### src/rtl/max_sequenza.sv
// Running-maximum engine over a stream of unsigned N-bit values, driving an external "greater than" comparator.
// Optional first-occurrence index tracking is enabled by defining MAX_SEQ_INDEX_EN.
module max_sequenza #(
  parameter int N = 2,
  parameter int C = 4
) (
  input  logic         clock,
  input  logic         reset,
  input  logic         in_valid,
  output logic         in_ready,
  input  logic [N-1:0] in_data,
  input  logic         in_last,
  output logic [N-1:0] cmp_x,
  output logic [N-1:0] cmp_y,
  input  logic         cmp_gt,
  output logic         out_valid,
  input  logic         out_ready,
  output logic [N-1:0] out_max,
  output logic [C-1:0] out_count,
  output logic [C-1:0] out_idx
);

  typedef enum logic [1:0] {IDLE, ACC, DONE} state_t;

  localparam logic [C-1:0] CNT_MAX = '1;

  state_t       state;
  logic [N-1:0] max_reg;
  logic [C-1:0] count;
  logic         accept;
  logic         handoff;

  assign accept    = in_valid & in_ready;
  assign handoff   = out_valid & out_ready;
  assign cmp_x     = in_data;
  assign cmp_y     = max_reg;
  assign out_max   = max_reg;
  assign out_count = count;

  // in_ready/out_valid are registered alongside the state so they always mirror it.
  always_ff @(posedge clock) begin
    if (reset) begin
      state     <= IDLE;
      max_reg   <= '0;
      count     <= '0;
      in_ready  <= 1'b1;
      out_valid <= 1'b0;
    end else begin
      case (state)
        IDLE: if (accept) begin
          max_reg   <= in_data;
          count     <= C'(1);
          state     <= in_last ? DONE : ACC;
          in_ready  <= ~in_last;
          out_valid <= in_last;
        end
        ACC: if (accept) begin
          if (cmp_gt) max_reg <= in_data;
          if (count != CNT_MAX) count <= count + C'(1);
          state     <= in_last ? DONE : ACC;
          in_ready  <= ~in_last;
          out_valid <= in_last;
        end
        DONE: if (handoff) begin
          state     <= IDLE;
          in_ready  <= 1'b1;
          out_valid <= 1'b0;
        end
        default: begin
          state     <= IDLE;
          in_ready  <= 1'b1;
          out_valid <= 1'b0;
        end
      endcase
    end
  end

`ifdef MAX_SEQ_INDEX_EN
  logic [C-1:0] idx;

  // Strict gt keeps the first occurrence; a saturated count pins a late max at CNT_MAX.
  always_ff @(posedge clock) begin
    if (reset) begin
      idx <= '0;
    end else if (accept) begin
      if (state == IDLE)                idx <= '0;
      else if (state == ACC && cmp_gt)  idx <= count;
    end
  end

  assign out_idx = idx;
`else
  assign out_idx = '0;
`endif

endmodule

### config.mk
export PLATFORM = sky130hd
export DESIGN_NAME = max_sequenza
export DESIGN_NICKNAME = d
export VERILOG_FILES = /design/src/rtl/max_sequenza.sv
export SDC_FILE = /design/constraint.sdc
export NUM_CORES = 1
export LEC_CHECK = 0
export CAP_MARGIN = 15
export CORE_UTILIZATION = 39
export DETAILED_ROUTE_END_ITERATION = 10
export GPL_TIMING_DRIVEN = 0
export PLACE_DENSITY = 0.74
export SETUP_SLACK_MARGIN = 0.2
export SYNTH_ARGS = -nofsm -noshare
export SYNTH_HDL_FRONTEND = slang
export SYNTH_SLANG_ARGS = --single-unit
### constraint.sdc
create_clock -name clock -period 1.4 [get_ports clock]
set_input_delay 0.28 -clock clock [delete_from_list [all_inputs] [get_ports clock]]
set_output_delay 0.28 -clock clock [all_outputs]
set_load 0.02 [all_outputs]
## Word-level counts from Yosys, hierarchy flattened

Index checks and enable logic that the tools add are counted.

| word-level totals | value |
|---|---|
| logic and storage cells | 42 |
| bits of input ports | 8 |
| flip-flop bits (word level) | 10 |

| cells by class | value |
|---|---|
| bitwise operators | 3 |
| reductions and logical operators | 6 |
| eq/ne operators | 9 |
| muxes and demuxes | 18 |
| add/subtract/negate cells | 1 |

Operators by type and width:

| kind | count |
|---|---|
| $mux 2 | 6 |
| $mux 4 | 3 |
| $ne 2x2->1 const B | 5 |
| $pmux 2 s2 | 2 |
| $pmux 4 s2 | 1 |
| $reduce_and 4->1 | 2 |
| $add 4x1->4 const B | 1 |
| $mux 1 | 4 |
| $ne 4x4->1 const B | 1 |
| $pmux 1 s2 | 2 |
| $and 1x1->1 | 2 |
| $eq 2x1->1 const B | 1 |
| $eq 2x2->1 const B | 1 |
| $logic_not 2->1 | 1 |
| $ne 2x1->1 const B | 1 |
| $reduce_and 2->1 | 1 |
| $reduce_bool 2->1 | 1 |
| $reduce_or 2->1 | 1 |
| $not 1->1 | 1 |

## Longest topological paths before layout

Gate-level depths: netlist of the first run.

| logic depth | value |
|---|---|
| depth in word-level cells | 4 |
| gate-level depth with buffers | 4 |
| gate-level depth less buffers | 4 |

## Worst setup path after synthesis of the first run

No wires, ideal clock.

| path | value |
|---|---|
| kind | flip-flop to flip-flop |
| start | register count[0], in the netlist out_count[0] |
| end | register count[1], in the netlist out_count[1] |
| setup slack | 98 ps |
| arrival time | 1232 ps |
| cell stages (with the launch flop) | 5 |
| clock period less this slack | 1302 ps |
| path through | dfxtp_1 > ha_1 > nand4_1 > a21bo_2 > a21oi_1 |

| on the way | value |
|---|---|
| longest elaborated chain between the ends | 4 |

RTL lines:

| what | line | text |
|---|---|---|
| start, declared | 29 | `logic [C-1:0] count;` |
| start signal, assigned | 59 | `if (count != CNT_MAX) count <= count + C'(1);` |
| $add 4x1->4 | 59 |  |
| $mux 4 | 59 |  |
| $mux 4 | 57 | `ACC: if (accept) begin` |
| $pmux 4 s2 | 49 | `case (state)` |

Parallel ways exist; a longest one is shown, timed or not. The select of a mux whose other input is x is not followed.
A chain may end at the register's enable or synchronous reset.

## Worst setup path after layout of the first run

| path | value |
|---|---|
| start | register in_ready |
| end | output port in_ready |

RTL lines:

| what | line | text |
|---|---|---|
| start, declared | 10 | `output logic in_ready,` |
| start signal, assigned | 54 | `in_ready <= ~in_last;` |
| start signal, assigned | 61 | `in_ready <= ~in_last;` |

No word-level cell between the ends.

==> impl_results.md, run 1 <==
- Max-cap violation count: 0
- Post-DP HPWL: 743 um
- Worst setup margin: about 0.23 ns
- Critical path type: reg -> out
- Share of flip-flops with an asynchronous set or reset: 0
- Slowest cell on the critical path: dfxtp_2
- H-tree Lvls: 1
- Setup Skew: 0.00440 ns
- Share of the synthesized area in the top cell type: 0.346
- Synth warnings: 0
- Synth unique cells: 28
- Setup TNS: 0 ns
- Post-synth top flop: dfxtp_1
- Pre-antenna DRT Iters: 4
- CTS buffer count: 3
- Startpoint types: flip-flop
- Number of antenna repair diodes: 0
- Post-synth EDFFs: 0
- # port buffers: 19
- Net count, final: 96
- Routed length per instance: 11.2 um
- Die W: 38.5 um
- Worst Path Required: 1.12 ns
- Worst path bufs/invs: 1
- Largest area contributor in the netlist: dfxtp_1
- Deepest clock path buffer count: 2
- # DRC: 0
- Commonest non-fill, non-tap cells in the layout: 12 x buf_4, 7 x buf_2, 6 x dfxtp_2, 5 x nand2b_1, 5 x a21oi_1
- Die Ht: 38.5 um
- Initial Utilization: 0.444
- Avg Synthesized Cell Area: 9.13 um^2
- Final setup viols: 0
- Finished Core Util: 0.668
- Worst Hold Class: in -> reg
- Share of layout cells above drive strength 1: 0.500
- Post-DP Area: 743 um^2
- Remaining global-route overflow: 0
- Syn Inst Count: 57
- CP cell instances: clkdlybuf4s15_2
- PD cells: 878 nW/um^2
- Final Hold Fails: 0
- Peak supply drop: 464 uV
- Placed Cells: 93
- Share of the cycle needed by the critical path after routing: 0.837
- TritonCTS clock tree: yes
- Synth top area cells: dfxtp_1 35%, buf_4 12%, nand2b_1 6.0%, a21oi_1 4.8%, mux2i_1 3.8%
- Crit end category: output pin
- Vias: 493
- Fin crit period: 1.17 ns
- Hold WS: 0.320 ns
- DIE AREA: 1480 um^2
- P&R area growth vs syn: 50.2%
- Post-route cell area: 782 um^2
- Pleak: 0.361 nW
- Commonest non-fill, non-tap cell in the layout: buf_4
- RSZ-0062 raised after global routing: true
- Worst path max stage delay: 0.36 ns
- Clk slew on worst S/H paths: roughly 0.060 ns
- Sequential area share after synthesis: 0.346
- Routability congestion estimate: roughly 0.70
- All-Layer GR Usage: 0.168
- CTS sink cnt: 9
- Detailed router's first-iteration violation count: 6
- Seq cells post-synth: 9
- Row cnt: 12
- Total power draw: 0.686 mW
- Critical path data arrival time: about 0.89 ns
- Post-DRT Antenna Nets: 0
- Crit Path Max Fanout: 6
- Clk_lat worst skew: 0.26 ns
- Post-synthesis cell area: 520 um^2
- Largest net degree at the start of global routing: 11
- Max Clk Rate: between 800 and 900 MHz
- Core ar.: 1170 um^2
- Outcome: finished, final reports clean
- Vias in the first global route: 377
- First-pass GRT wire length: 1640 um
- I/O Pins: 24
- Slew Viols, Final: 0
- Initial antenna violation count: 0
- Via density: around 5
- Cell family with most CP delay: flip-flops
- CTS hold repair buffers: 0
- Root Buffer: clkbuf_4
- Final Non-Filler Cells: 100
- Setup Slack @ Placement: -0.333 ns
- Total Wirelength: 1120 um
[cells by family after synthesis]
group | synth area share
other | 0.00720
buffers and inverters | 0.161
adder cells (fa/ha/maj) | 0.0240
multiplexers | 0.0385
AO/OA/AOI/OAI | 0.240
flip-flops | 0.346
AND/OR/NAND/NOR | 0.183
[cell usage after synthesis, types with 2 or more instances]
library cell / number
a21oi_1: 5
o21ai_0: 2
nand2b_1: 5
mux2i_1: 2
buf_4: 8
nor2_1: 3
dfxtp_1: 9
nand2_1: 2
nand4_1: 2
[final timing paths]
check	startpoint	to	slack [ns]	cells past startpoint
setup reg to reg	out_count[1]	out_count[1]	0.24	4
hold / removal	in_data[1]	cmp_y[1]	0.32	3
hold reg to reg	out_valid	state[0]	0.46	1
setup / recovery	in_ready	in_ready	0.23	1
[cell type report]
| class | count | area [um^2] |
|---|---|---|
| Clock buffer | 4 | 26.3 |
| Timing Repair Buffer | 22 | 178 |
| Multi-Input combinational cell | 39 | 282 |
| Buffer | 11 | 83.8 |
| Fill cell | 115 | 389 |
| Inverter | 1 | 3.75 |
| Tap cell | 14 | 17.5 |
| Sequential cell | 9 | 191 |
[timing repair]
| item | in CTS | in global routing |
|---|---|---|
| resized for setup | 49 | 13 |
| gates cloned | 0 | 1 |
| setup endpoints to repair | 17 | 11 |
| pin swaps | 1 | 3 |
| setup buffers | 0 | 2 |
[registers in the layout (all words and copies together) (netlist names)]
name,count
cmp_y,2
in_ready,1
state,1
out_count,4
out_valid,1
[per-layer routing]
layer  wire length (um)  vias to the layer above  track usage
met5                  0                        -            0
met4                 28                        0        0.129
li1                   -                      250            -
met1                523                      216        0.203
met2                503                       22        0.254
met3                 69                        5       0.0349
[power breakdown]
part           internal, mW  switching, mW  total, mW  leakage [nW]
logic                 0.101         0.0942      0.195         0.269
clock network         0.110         0.0917      0.202        0.0150
registers             0.274         0.0157      0.289        0.0764
Note: power is estimated with default switching activity, not from simulation.
==> run 2: changes to the inputs <==
==> constraint.sdc (replaced) <==
create_clock -name clock -period 1.2 [get_ports clock]
set_input_delay 0.24 -clock clock [delete_from_list [all_inputs] [get_ports clock]]
set_output_delay 0.24 -clock clock [all_outputs]
set_load 0.02 [all_outputs]
==> run 2 against run 1 <==
Count of clock-buffer cells in the layout stayed put. Core utilization increased by 13 points. Worst setup slack got worse by 0.22 ns. Register-to-register slack got worse by 0.23 ns. Critical endpoint is now out_count[1].
==> impl_results.md, run 2 (same netlist as run 1, synthesis figures left out) <==
- Outcome: finished, final reports clean
- RSZ-0062 raised after global routing: true
- Worst r2r dst: out_count[1]
- PD cells: 939 nW/um^2 (+7.0%)
- # port buffers: 19 (unchanged)
- Total Wirelength: 1390 um (+23%)
- Final Hold Fails: 0 (unchanged)
- Setup TNS: 0 ns (unchanged)
- Setup Skew: 0.00360 ns (-0.000795 ns)
- Critical path data arrival time: 1.38 ns (+0.49 ns)
- CTS sink cnt: 9 (unchanged)
- Detailed router's first-iteration violation count: 4 (-2)
- R2R Setup Slk: 0.01 ns (-0.23 ns)
- Max FFs per register: 4 (unchanged)
- Reg2reg start: out_valid
- Critical path type: reg -> reg
- Share of the cycle needed by the critical path after routing: 0.990
- Die W: 38.5 um (unchanged)
- Pre-antenna DRT Iters: 6 (+2)
- Finished Core Util: 0.798 (+0.130)
- Routability congestion estimate: 0.610 (-13%)
- Initial Utilization: 0.444 (unchanged)
- Fin crit period: 1.19 ns
- Commonest non-fill, non-tap cell in the layout: buf_4
- Slew Viols, Final: 0 (unchanged)
- Worst Hold Class: in -> reg
- Pleak: 0.423 nW (+17%)
- Post-DP Area: 766 um^2 (+3.0%)
- I/O Pins: 24 (unchanged)
- Placed Cells: 93 (unchanged)
- Hold Startpoint: in_data[1]
- Die Ht: 38.5 um (unchanged)
- Post-DRT Antenna Nets: 0 (unchanged)
- # DRC: 0 (unchanged)
- H-tree Lvls: 1 (unchanged)
- Final setup viols: 0 (unchanged)
- Largest net degree at the start of global routing: 11 (unchanged)
- Crit end category: flip-flop
- Clk_lat worst skew: 0.27 ns (about the same)
- Worst Hold End: cmp_y[1]
- CTS buffer count: 3 (unchanged)
- Crit Path Max Fanout: 7 (+1)
- All-Layer GR Usage: 0.209 (+0.0415)
- Startpoint types: flip-flop
- Hold path cells: 3 (unchanged)
- Number of antenna repair diodes: 0 (unchanged)
- Commonest non-fill, non-tap cells in the layout: 18 x buf_4, 17 x buf_6, 5 x nand2b_1
- Total power draw: 0.878 mW (+28%)
- TritonCTS clock tree: yes
- Via density: 4.90 (-0.61%)
- Final Non-Filler Cells: 110 (+10%)
- Vias: 539 (+9.3%)
- Vias in the first global route: 479 (+27%)
- Post-DP HPWL: 793 um (+6.7%)
- Initial antenna violation count: 0 (unchanged)
- Worst Path Required: 1.39 ns (+0.27 ns)
- Post-route cell area: 935 um^2 (+20%)
- P&R area growth vs syn: 79.6%
- Share of layout cells above drive strength 1: 0.573 (+0.0729)
- Routed length per instance: 12.6 um (+12%)
- Remaining global-route overflow: 0 (unchanged)
- Net count, final: 106 (+10%)
- Core ar.: 1170 um^2 (unchanged)
- Reg2reg path depth: 5 (+1)
- Max Clk Rate: approximately 840 MHz
- Peak supply drop: 713 uV (+54%)
- Hold WS: 0.382 ns (+0.0621 ns)
- First-pass GRT wire length: 2030 um (+24%)
- Row cnt: 12 (unchanged)
- Setup Slack @ Placement: -0.464 ns (-0.131 ns)
- Deepest clock path buffer count: 2 (unchanged)
- DIE AREA: 1480 um^2 (unchanged)
- Root Buffer: clkbuf_4
- Clk slew on worst S/H paths: 0.06 ns (about the same)
- Max-cap violation count: 0 (unchanged)
- Worst setup margin: 0.0123 ns (-0.216 ns)
-- run 2: where the power goes --
part | leakage [nW] | internal, mW | switching (mW)
Sequential | 0.0777 | 0.315 | 0.0168
Clock | 0.0150 | 0.129 | 0.113
Combinational | 0.330 | 0.172 | 0.132
Total | 0.423 | 0.616 | 0.262
-- run 2: worst max path at each step --
stage	from	end	slack [ns]	depth (start not counted)
after floorplan	out_valid	cmp_y[0]	0.07	4
after global placement	in_data[0]	cmp_x[0]	-0.45	3
after detailed placement	in_data[0]	cmp_x[0]	-0.46	3
after CTS	out_valid	cmp_y[0]	0.06	4
after global routing	out_valid	out_count[1]	-0.03	5
final	out_valid	out_count[1]	0.01	5
-- run 2: cell type report --
cell class,instances,area [um^2]
plain buffers,11,91.3
clock buffers,4,26.3
fillers,73,236
inverters,1,3.75
multi-input cells,39,289
flip-flops and latches,9,200
well taps,14,17.5
repair buffers,32,307
-- run 2: layer usage --
metal  share of wire  vias to the layer above  GRT usage
met2            0.53                       15      0.371
li1                -                      266          -
met4          0.0087                        0      0.103
met1            0.41                      256      0.204
met5               0                        -          0
met3           0.048                        2     0.0872
-- run 2: timing repair --
item / 4_1_cts / 5_1_grt
gates resized for setup: 80 / 8
hold buffers: 0 / 0
endpoints found under the setup margin: 21 / 17
pin swaps: 3 / 4
buffers inserted: 8 / 5
-- run 2: critical path, stage by stage, from the launching register on --
cell and delay [ns]:
dfxtp_2 0.34, and3b_1 0.19, buf_6 0.13, buf_4 0.13, a21bo_2 0.21, a21oi_2 0.11
==> run 3: changes to the inputs <==
--- a/config.mk
+++ b/config.mk
@@ -7,6 +7,7 @@
 export LEC_CHECK = 0
 export CAP_MARGIN = 15
 export CORE_UTILIZATION = 39
+export CTS_CLUSTER_DIAMETER = 80
 export DETAILED_ROUTE_END_ITERATION = 10
 export GPL_TIMING_DRIVEN = 0
 export PLACE_DENSITY = 0.74
@@ -14,3 +15,4 @@
 export SYNTH_ARGS = -nofsm -noshare
 export SYNTH_HDL_FRONTEND = slang
 export SYNTH_SLANG_ARGS = --single-unit
+export TNS_END_PERCENT = 100
==> constraint.sdc (replaced) <==
create_clock -name clock -period 1.2 [get_ports clock]
set_input_delay 0.18 -clock clock [delete_from_list [all_inputs] [get_ports clock]]
set_output_delay 0.18 -clock clock [all_outputs]
set_load 0.02 [all_outputs]
==> run 3 against run 2 <==
Worst setup slack gained 0.0028 ns. Sequential power hardly changed. First-iteration DRC count up 50%. Cell area fell by 1.5%.
==> impl_results.md, run 3 (same netlist as run 1, synthesis figures left out) <==
- Share of layout cells above drive strength 1: 0.574 (+0.00155)
- Root Buffer: clkbuf_4
- Max Clk Rate: 844 MHz (+0.24%)
- CTS sink cnt: 9 (unchanged)
- Reg2reg start: out_count[0]
- Fill cells: 76 (+4.1%)
- Post-DP HPWL: 793 um (unchanged)
- Initial antenna violation count: 0 (unchanged)
- Placed Cells: 93 (unchanged)
- Worst Path Required: 1.40 ns (about the same)
- Post-DRT Antenna Nets: 0 (unchanged)
- Largest net degree at the start of global routing: 11 (unchanged)
- Sw frac: 0.298 (-0.000598)
- P_int: 0.608 mW (-1.3%)
- Slew Viols, Final: 0 (unchanged)
- Deepest clock path buffer count: 2 (unchanged)
- Net count, final: 104 (-1.9%)
- PD cells: 940 nW/um^2 (about the same)
- CTS buffer count: 3 (unchanged)
- Clk_lat worst skew: 0.26 ns (about the same)
- Initial Utilization: 0.444 (unchanged)
- DIE AREA: 1480 um^2 (unchanged)
- Max FFs per register: 4 (unchanged)
- Detailed router's first-iteration violation count: 6 (+2)
- Pleak: 0.423 nW (about the same)
- Reg2reg path depth: 4 (-1)
- Hold WS: 0.221 ns (-0.161 ns)
- TritonCTS clock tree: yes
- Total Wirelength: 1380 um (-0.58%)
- Flop pwr share: 0.384 (+0.006)
- Critical path type: reg -> reg
- Routability congestion estimate: 0.610 (unchanged)
- Crit Path Max Fanout: 4 (-3)
- Core ar.: 1170 um^2 (unchanged)
- Vias in the first global route: 477 (-0.42%)
- Startpoint types: flip-flop
- Die Ht: 38.5 um (unchanged)
- Hold Startpoint: in_data[0]
- Row cnt: 12 (unchanged)
- Worst Hold End: cmp_y[0]
- Number of antenna repair diodes: 0 (unchanged)
- # DRC: 0 (unchanged)
- Outcome: finished, final reports clean
- Share of the cycle needed by the critical path after routing: 0.987 (-0.00237)
- Max-cap violation count: 0 (unchanged)
- Via density: 5.02 (+2.4%)
- Final setup viols: 0 (unchanged)
- Worst r2r dst: out_count[1]
- R2R Setup Slk: 0.02 ns (about the same)
- Hold path cells: 3 (unchanged)
- Critical path data arrival time: 1.38 ns (about the same)
- Clock power share: 0.277 (+0.002)
- RSZ-0062 raised after global routing: true
- I/O Pins: 24 (unchanged)
- Vias: 542 (+0.56%)
- P&R area growth vs syn: 76.9%
- H-tree Lvls: 1 (unchanged)
- Peak supply drop: 688 uV (-3.5%)
- Remaining global-route overflow: 0 (unchanged)
- Worst Hold Class: in -> reg
- Logic pwr share: 0.339 (-0.008)
- Final Non-Filler Cells: 108 (-1.8%)
- Switch Pwr: 0.258 mW (-1.6%)
- # port buffers: 19 (unchanged)
- First-pass GRT wire length: 2070 um (+2.1%)
- CTS hold repair buffers: 0 (unchanged)
- Clk slew on worst S/H paths: 0.06 ns (about the same)
- Die W: 38.5 um (unchanged)
- Commonest non-fill, non-tap cells in the layout: 15 x buf_6, 15 x buf_4, 5 x nand2b_1
- Pre-antenna DRT Iters: 5 (-1)
- Fin crit period: 1.18 ns (-0.00284 ns)
- Final Hold Fails: 0 (unchanged)
- Setup Skew: 0.00218 ns (-0.00142 ns)
- Crit end category: flip-flop
- Setup TNS: 0 ns (unchanged)
- Routed length per instance: 12.8 um (+1.3%)
- All-Layer GR Usage: 0.210 (+0.00120)
run 3: how the worst max path moves through the flow:
stage                 startpoint      endpoint  slack, ns
global placement      in_data[0]      cmp_x[0]      -0.33
CTS                    out_valid      cmp_y[0]       0.05
global route        out_count[0]  out_count[1]      -0.04
floorplan              out_valid      cmp_y[0]       0.07
detailed placement    in_data[0]      cmp_x[0]      -0.34
finish              out_count[0]  out_count[1]       0.02
run 3: power groups by stage:
stage               clock, mW  combinational [mW]  sequential [mW]
detailed placement          0               0.226            0.343
global placement            0               0.224            0.342
floorplan                   0               0.123            0.358
global route            0.276               0.312            0.335
CTS                     0.246               0.263            0.333
finish                  0.240               0.293            0.333
run 3: cell type report:
class / count / area (um^2) / area share
buffer: 11 / 95.1 / 0.103
clock buffer: 4 / 26.3 / 0.0285
inverter: 1 / 3.75 / 0.00408
multi-input combinational: 39 / 298 / 0.323
sequential: 9 / 200 / 0.217
tap: 14 / 17.5 / 0.0190
timing repair buffer: 30 / 280 / 0.304
run 3: worst max-delay path, cell delays in order, from the launching register on:
cell and delay, ns:
dfxtp_4 0.37, ha_4 0.16, nand4_1 0.22, a21bo_2 0.28, a21oi_2 0.10
run 3: per-layer routing:
metal | GRT usage | part of all wire | vias up
met3 | 0.0872 | 0.054 | 2
met4 | 0.103 | 0.0087 | 0
met2 | 0.371 | 0.55 | 21
met5 | 0 | 0 | -
met1 | 0.208 | 0.38 | 254
li1 | - | - | 265
run 3: what timing repair did:
| action | CTS | global route |
|---|---|---|
| setup buffers | 8 | 3 |
| gates resized for setup | 65 | 18 |
| pin swaps | 8 | 5 |
| setup endpoints to repair | 19 | 19 |
run 3: per-stage QoR:
stage / utilization / instance area (um^2) / power [mW] / setup WS (ns)
3_5_place_dp: 0.654 / 766 / 0.569 / -0.344
4_1_cts: 0.722 / 846 / 0.842 / 0.0507
5_1_grt: 0.786 / 921 / 0.924 / -0.0411
2_1_floorplan: - / 558 / 0.481 / 0.0708
3_3_place_gp: 0.654 / 766 / 0.566 / -0.328
6_report: 0.786 / 921 / 0.866 / 0.0151
